==> config.mk <==
export PLATFORM = sky130hd
export DESIGN_NAME = apple_spawn_ctrl
export DESIGN_NICKNAME = d
export VERILOG_FILES = /design/src/rtl/snake_pkg.sv /design/src/rtl/lfsr16.sv /design/src/rtl/apple_spawn_ctrl.sv
export SDC_FILE = /design/constraint.sdc
export NUM_CORES = 1
export LEC_CHECK = 0
export CELL_PAD_IN_SITES_DETAIL_PLACEMENT = 0
export CELL_PAD_IN_SITES_GLOBAL_PLACEMENT = 1
export CORE_ASPECT_RATIO = 1.5
export CORE_UTILIZATION = 41
export DETAILED_ROUTE_END_ITERATION = 12
export PLACE_DENSITY = 0.83
export SYNTH_ARGS = -nofsm -noshare
export SYNTH_HDL_FRONTEND = slang
export SYNTH_SLANG_ARGS = --single-unit
==> constraint.sdc <==
create_clock -name clk -period 2.4 [get_ports clk]
set_clock_uncertainty 0.05 [all_clocks]
set_input_delay 0.48 -clock clk [delete_from_list [all_inputs] [get_ports clk]]
set_output_delay 0.48 -clock clk [all_outputs]
set_load 0.01 [all_outputs]
==> src/rtl/snake_pkg.sv <==
// snake_pkg: grid geometry, apple-spawn FSM states and cell-to-pixel helper
package snake_pkg;
  localparam int GRID_W = 32;
  localparam int GRID_H = 24;
  localparam int CELL_PX = 20;
  localparam int CELL_BITS = 5;
  typedef enum logic [2:0] {IDLE, GEN, QUERY, SCAN, COMMIT, FULL} state_t;
  function automatic logic [9:0] cell_px(input logic [CELL_BITS-1:0] c);
    return {1'b0, c, 4'b0} + {3'b0, c, 2'b0};
  endfunction
endpackage

==> src/rtl/lfsr16.sv <==
// lfsr16: Galois LFSR (taps 16,14,13,11) that loads its seed on reset and steps when enabled
module lfsr16 #(
  parameter logic [15:0] SEED = 16'hACE1
) (
  input  logic       clk,
  input  logic       rst,
  input  logic       en,
  output logic [9:0] cand_bits
);
  localparam logic [15:0] S = (SEED == 16'h0) ? 16'h0001 : SEED;
  logic [15:0] q, nxt;
  assign nxt = {1'b0, q[15:1]} ^ (q[0] ? 16'hB400 : 16'h0000);
  assign cand_bits = nxt[9:0];
  always_ff @(posedge clk)
    if (rst) q <= S;
    else if (en) q <= nxt;
endmodule

==> src/rtl/apple_spawn_ctrl.sv <==
// apple_spawn_ctrl: eat detection, score and free-cell search (random then raster scan) for the apple
module apple_spawn_ctrl
  import snake_pkg::*;
#(
  parameter logic [15:0] LFSR_SEED = 16'hACE1,
  parameter int MAX_TRIES = 8,
  parameter int INIT_X = 16,
  parameter int INIT_Y = 12
) (
  input  logic       clk,
  input  logic       rst,
  input  logic       tick,
  input  logic [4:0] head_x,
  input  logic [4:0] head_y,
  output logic       occ_req,
  output logic [4:0] occ_x,
  output logic [4:0] occ_y,
  input  logic       occ_ack,
  input  logic       occ_hit,
  output logic [9:0] apple_px_x,
  output logic [9:0] apple_px_y,
  output logic       apple_valid,
  output logic [7:0] score,
  output logic       eaten,
  output logic       busy,
  output logic       board_full
);
  state_t state, state_n;
  logic [4:0] ax, ay, cx, cy, ox, oy, hx, hy, gx, gy, nx, ny;
  logic [3:0] tries;
  logic [9:0] rb;
  logic scan_mode, eat, rej, at_origin;
  lfsr16 #(.SEED(LFSR_SEED)) u_lfsr (.clk(clk), .rst(rst), .en(state == GEN), .cand_bits(rb));
  assign eat = tick && head_x == ax && head_y == ay;
  assign gx = rb[4:0];
  assign gy = rb[9:5] >= 5'(GRID_H) ? rb[9:5] - 5'd8 : rb[9:5];
  assign nx = cx == 5'(GRID_W - 1) ? 5'd0 : cx + 5'd1;
  assign ny = cx != 5'(GRID_W - 1) ? cy : cy == 5'(GRID_H - 1) ? 5'd0 : cy + 5'd1;
  assign rej = occ_hit || (cx == hx && cy == hy);
  assign at_origin = cx == ox && cy == oy;
  always_comb begin
    state_n = state;
    case (state)
      IDLE:   state_n = eat ? GEN : IDLE;
      GEN:    state_n = QUERY;
      QUERY:  if (occ_ack)
                state_n = !rej ? COMMIT :
                          scan_mode ? (at_origin ? FULL : SCAN) :
                          tries < 4'(MAX_TRIES) ? GEN : SCAN;
      SCAN:   state_n = QUERY;
      COMMIT: state_n = IDLE;
      FULL:   state_n = FULL;
      default: state_n = IDLE;
    endcase
  end
  always_ff @(posedge clk) begin
    if (rst) begin
      state <= IDLE;
      ax <= 5'(INIT_X);
      ay <= 5'(INIT_Y);
      cx <= '0;
      cy <= '0;
      ox <= '0;
      oy <= '0;
      hx <= '0;
      hy <= '0;
      tries <= '0;
      scan_mode <= 1'b0;
      apple_valid <= 1'b1;
      score <= '0;
      eaten <= 1'b0;
    end else begin
      state <= state_n;
      eaten <= state == IDLE && eat;
      if (state == IDLE && eat) begin
        score <= score + {7'b0, score != 8'hFF};
        apple_valid <= 1'b0;
        hx <= head_x;
        hy <= head_y;
      end
      if (state == GEN) begin
        cx <= gx;
        cy <= gy;
        tries <= tries + 4'd1;
      end
      // the last random candidate becomes the scan origin
      if (state == QUERY && state_n == SCAN && !scan_mode) begin
        scan_mode <= 1'b1;
        ox <= cx;
        oy <= cy;
      end
      if (state == SCAN) begin
        cx <= nx;
        cy <= ny;
      end
      if (state == COMMIT) begin
        ax <= cx;
        ay <= cy;
        apple_valid <= 1'b1;
        tries <= '0;
        scan_mode <= 1'b0;
      end
    end
  end
  assign occ_req = state == QUERY;
  assign occ_x = cx;
  assign occ_y = cy;
  assign busy = state != IDLE && state != FULL;
  assign board_full = state == FULL;
  assign apple_px_x = cell_px(ax);
  assign apple_px_y = cell_px(ay);
endmodule
Word-level counts from Yosys, hierarchy flattened

Cells that the tools add are included.

Register bits after elaboration: 74
Input bits: 15
Output and inout port bits: 43
Word-level logic and storage cells: 75

Add/sub/neg operators: 7
$lt $le $gt $ge: 2
Eq/ne operators: 18
Mux-type cells: 16
Bitwise logic cells: 1
Reduce and logical (&&, ||, !) cells: 16

Operator list:

| cell                                             | number |
|---|---|
| two-way mux 5 bit                                | 8 |
| == test 5 bit                                    | 6 |
| adder 9 x 7 -> 10 bit                            | 2 |
| two-way mux 16 bit                               | 1 |
| XOR 15 x 16 -> 16 bit                            | 1 |
| two-way mux 3 bit                                | 4 |
| one-hot mux 3 bit (4 select lines)               | 1 |
| adder 5 x 1 -> 5 bit, second input constant      | 2 |
| == test 5 bit, second input constant             | 2 |
| == test 3 x 2 -> 1 bit, second input constant    | 3 |
| adder 8 x 1 -> 8 bit                             | 1 |
| logical AND 1 bit                                | 8 |
| inequality test 8 bit, second input constant     | 1 |
| == test 3 bit, second input constant             | 2 |
| >= comparator 5 bit, second input constant       | 1 |
| inequality test 5 bit, second input constant     | 1 |
| subtractor 5 x 4 -> 5 bit, second input constant | 1 |
| adder 4 x 1 -> 4 bit, second input constant      | 1 |
| < comparator 4 bit, second input constant        | 1 |
| OR reduction 2 bit                               | 2 |
| == test 3 x 1 -> 1 bit, second input constant    | 1 |
| zero test 3 bit                                  | 1 |
| inequality test 3 bit, second input constant     | 1 |
| nonzero test 3 bit                               | 1 |
| 7 further kinds                                  | 7 |

Longest topological paths before layout

Depth in word-level cells: 10
Gate-level depth with buffers: 9

Cells and area by module

Synthesis repeated with hierarchy kept, for this count alone.

Cell total of the unflattened synthesis: 445
Area, all modules: 4027.6 um2

Modules (own cells, without submodules):

| module           | instances | cells each | area each (um2) | sequential area each (um2) |
|---|---|---|---|---|
| apple_spawn_ctrl | 1         | 379        | 3323.2          | 1161.1 |
| lfsr16           | 1         | 66         | 704.4           | 320.3 |

Least setup slack after synthesis

OpenSTA, ideal clock, no wires.

Path type: flip-flop to flip-flop
Start: register state[2]
End: register ox[0]
Setup time: 0.072 ns
Arrival: 2.078 ns
Setup slack: 0.201 ns
Cell stages (with the launch flop): 10
Path buffers: 3
Clock period less this slack: 2.199 ns
Cells stage by stage: dfxtp_1 > buf_6 > or4b_4 > nor4_4 > and3_1 > buf_6 > a311oi_2 > a211oi_4 > buf_6 > mux2i_1

Longest elaborated chain between the ends: 6
Elaborated cells between the ends (all ways): 11

Ends and longest elaborated chain:

| element                                                                 | RTL line               | source |
|---|---|---|
| start, declared                                                         | apple_spawn_ctrl.sv:28 | `state_t state, state_n;` |
| start signal, assigned                                                  | apple_spawn_ctrl.sv:73 | `state <= state_n;` |
| == test 3 x 2 -> 1 bit / == test 3 x 1 -> 1 bit (equally long branches) | apple_spawn_ctrl.sv:43 | `case (state)` |
| OR reduction 2 bit (no line)                                            | -                      |  |
| one-hot mux 3 bit (4 select lines)                                      | apple_spawn_ctrl.sv:43 |  |
| == test 3 x 2 -> 1 bit                                                  | apple_spawn_ctrl.sv:87 | `if (state == QUERY && state_n == SCAN && !scan_mode) begin` |
| logical AND 1 bit (*) (2 in series)                                     | apple_spawn_ctrl.sv:87 |  |
| end signal, assigned                                                    | apple_spawn_ctrl.sv:63 | `ox <= '0;` |
| end signal, assigned                                                    | apple_spawn_ctrl.sv:89 | `ox <= cx;` |
| end, declared                                                           | apple_spawn_ctrl.sv:29 | `logic [4:0] ax, ay, cx, cy, ox, oy, hx, hy, gx, gy, nx, ny;` |

Every way passes the cells marked *; elsewhere a longest branch is shown, timed or not.
A chain may end at the register's enable or synchronous reset.

Worst setup path after layout

Start: register ax[2]
End: output apple_px_x[8]

Longest elaborated chain between the ends: 1

Ends and longest elaborated chain:

| element                | RTL line               | source |
|---|---|---|
| start, declared        | apple_spawn_ctrl.sv:29 |  |
| start signal, assigned | apple_spawn_ctrl.sv:59 | `ax <= 5'(INIT_X);` |
| adder 9 x 7 -> 10 bit  | snake_pkg.sv:9         | `return {1'b0, c, 4'b0} + {3'b0, c, 2'b0};` |
| end, declared          | apple_spawn_ctrl.sv:20 | `output logic [9:0] apple_px_x,` |

No other way between the ends.

==> reports/results.tsv <==
metric	value	unit
Initial Util	0.422	
RSZ-0062 raised after global routing	true	
Final nets	557	
DP Wirelength	6.87	mm
final hold violation count	0	
Max-Cap Viols	0	
Hold Crit Depth	1	
first-pass GRT wire length	14.9	mm
final number of setup-violating endpoints	0	
crit path max-delay cell type	fa_1	
WL final	9.33	mm
largest net degree at the start of global routing	35	
WHS	410	ps
clock buffer count from CTS	9	
fmax	427	MHz
initial antenna violation count	0	
Final ANT Viol Nets	0	
GRT Overall Usage	0.200	
cell count after synthesis	457	
CP max FO	2	
WP buf/inv	2	
DRC errors left	0	
non-filler instance count after layout	644	
ranking of synthesized cells by area	dfxtp_1, xnor2_1, mux2i_1, nand2_1, nor2_1	
Port-buffer cells	53	
FF-to-FF path depth	7	
die height	122	µm
Lkg Pwr	2.03	nW
async set-reset flop share out of synthesis	0	
library cells used by synthesis	48	
DR pass1 iterations	5	
post-layout min period	2340	ps
Critical Path Source Type	flop	
Syn Std Cell Area	0.00391	mm²
Die Area	0.00993	mm²
Area Growth Syn to Fin	29.3	%
Power Dens Cells	517	mW/mm²
share of cells above drive strength 1	0.141	
width of the die	81.7	µm
Reg clk slew, reported paths	60	ps
Core Rows	43	
Synth area leader	dfxtp_1	
Max stage delay on crit path	380	ps
htree depth	3	
CTS Buffer Depth	2	
Largest regs	u_lfsr.q: 16 flops, score: 8 flops	
Yosys warnings	0	
Clock Sinks	74	
setup TNS	0	ps
worst-margin pin slew	575	ps
vias in the first global route	3276	
Seq/Total Area, Yosys	0.379	
crit-path cells	ha_2 -> inv_1 -> fa_1 -> nor2b_1 -> o21ai_0 -> xnor2_1 -> buf_2	
Seq cells post-synth	74	
Worst Path Arrival	1810	ps
Slew headroom	0.616	
CTS tree	yes	
share of the synthesized area in the top cell type	0.379	
critical path depth in cells	7	
IO Pins	58	
Worst Hold Class	flop to flop	
status	completed	
core footprint	0.00925	mm²
Post-synth EDFFs	0	
CP Class	flop to output pin	
routed vias	3324	
number of flip-flops in the largest register	16	
Via density	5.16	
Most flops, register	u_lfsr.q	
Remaining Overflow, GRT	0	
placed insts	627	
Max IR drop VDD	0.463	mV
diode count	0	
average cell area after synthesis	8.55	µm²
clock root buffer	clkbuf_16	
hold_buf cts	0	
max-slew violation count	0	
DRT iter0 DRCs	111	
Crit. End Element	output pin	
Setup Buffers After CTS	0	
DR WL/cell	14.5	µm
RD Place Congestion	0.800	
Skew-Pair Late Insertion Delay	340	ps
Synth Flop Type	dfxtp_1	
delay-heaviest family, CP	adder cells	
total power	2.61	mW
final period utilization	0.975	
Core Util, Final	0.546	
CP Data Required Time	1870	ps
[Yosys cell counts (all sizes together) (3+ instances only)]
master / count
buf: 12
mux2i: 25
a211o: 3
nor2b: 5
nand3: 9
a211oi: 7
a21oi: 24
dfxtp: 74
nand2: 61
xor2: 17
o21ai: 6
ha: 13
clkbuf: 25
nand4: 9
and3: 5
inv: 16
nor2: 45
nand3b: 8
nor3: 6
xnor2: 31
nand2b: 25
a21o: 4
[worst reg2reg max path, delay by kind of cell, from the launching register on]
kind / cells / cell delay (ps)
simple gates: 3 / 1040
compound gates: 2 / 440
mux: 1 / 160
buf+inv: 1 / 220
flops: 1 / 330
[cell families (layout without fill, tap and decap cells)]
logic type	after synthesis	after routing	share of synthesized area
buf+inv	53	125	0.0650
xor+xnor	48	48	0.108
other cells	1	4	0.000960
compound gates	58	58	0.0999
fa+ha+maj	15	15	0.0519
flops	74	74	0.379
mux	25	25	0.0641
simple gates	183	183	0.231
[path summary, 6_finish.rpt]
kind | start | to | slack, ps
min | apple_valid | apple_valid | 410
max reg2reg | state[2] | oy[2] | 90
min reg2reg | apple_valid | apple_valid | 410
max | ax[2] | apple_px_x[8] | 60
[what timing repair did]
action	4_1_cts	5_1_grt
cloned	0	1
pin swaps	1	6
gates resized for setup	18	20
endpoints found under the setup margin	10	20
[cell usage in the layout, fill, tap and decap left out, types with 2 or more instances in the layout]
cell / netlist / routed
or3_1: 2 / 2
a21oi_2: 0 / 2
dlymetal6s2s_1: 0 / 9
a211oi_1: 6 / 6
ha_1: 13 / 11
a21o_1: 4 / 4
a211o_1: 3 / 3
clkbuf_1: 24 / 2
clkinvlp_4: 0 / 2
dlygate4sd2_1: 0 / 5
ha_2: 0 / 2
dfxtp_2: 0 / 4
nand3b_1: 8 / 8
nand2b_1: 25 / 25
nand4_1: 9 / 9
inv_1: 16 / 16
dfxtp_1: 74 / 70
nor3_1: 6 / 6
clkbuf_16: 0 / 10
xor2_1: 17 / 17
o32ai_1: 2 / 2
clkdlybuf4s50_1: 0 / 35
nand3_1: 9 / 9
xnor2_1: 31 / 31
buf_4: 8 / 38
and3_1: 5 / 4
conb_1: 1 / 4
mux2i_1: 25 / 25
a31oi_1: 2 / 2
o221ai_1: 2 / 2
nand2_1: 61 / 61
nor2b_1: 5 / 5
and2_1: 2 / 2
nor2_1: 45 / 44
a21oi_1: 24 / 22
buf_2: 1 / 3
o21ai_0: 5 / 5
clkinv_2: 0 / 2
[per-layer routing]
metal  vias to the layer above  part of all wire  track usage
li1                       1653                 -            -
met1                      1564              0.40        0.204
met2                        75              0.51        0.360
met3                        32             0.042       0.0397
met4                         0             0.045        0.125
met5                         -                 0            0
[power by group]
group | internal [mW] | switching [mW]
Combinational | 0.0418 | 0.0434
Sequential | 1.23 | 0.000334
Clock | 0.801 | 0.499
Total | 2.07 | 0.543
[metrics by stage]
stage,setup WS (ps),instance area (µm²)
floorplan,201,3920
detailed placement,-249,4690
global placement,-224,4690
global route,-69.5,5050
finish,59.3,5050
CTS,-66.5,4980
[final cells by class]
cell class | count | area, µm²
clock buffers | 11 | 233
clock inverters | 5 | 55.1
fillers | 858 | 4200
inverters | 16 | 60.1
multi-input cells | 333 | 2220
flip-flops and latches | 74 | 1490
well taps | 112 | 140
repair buffers | 93 | 857
No activity file was read; power rests on OpenSTA's default activity.
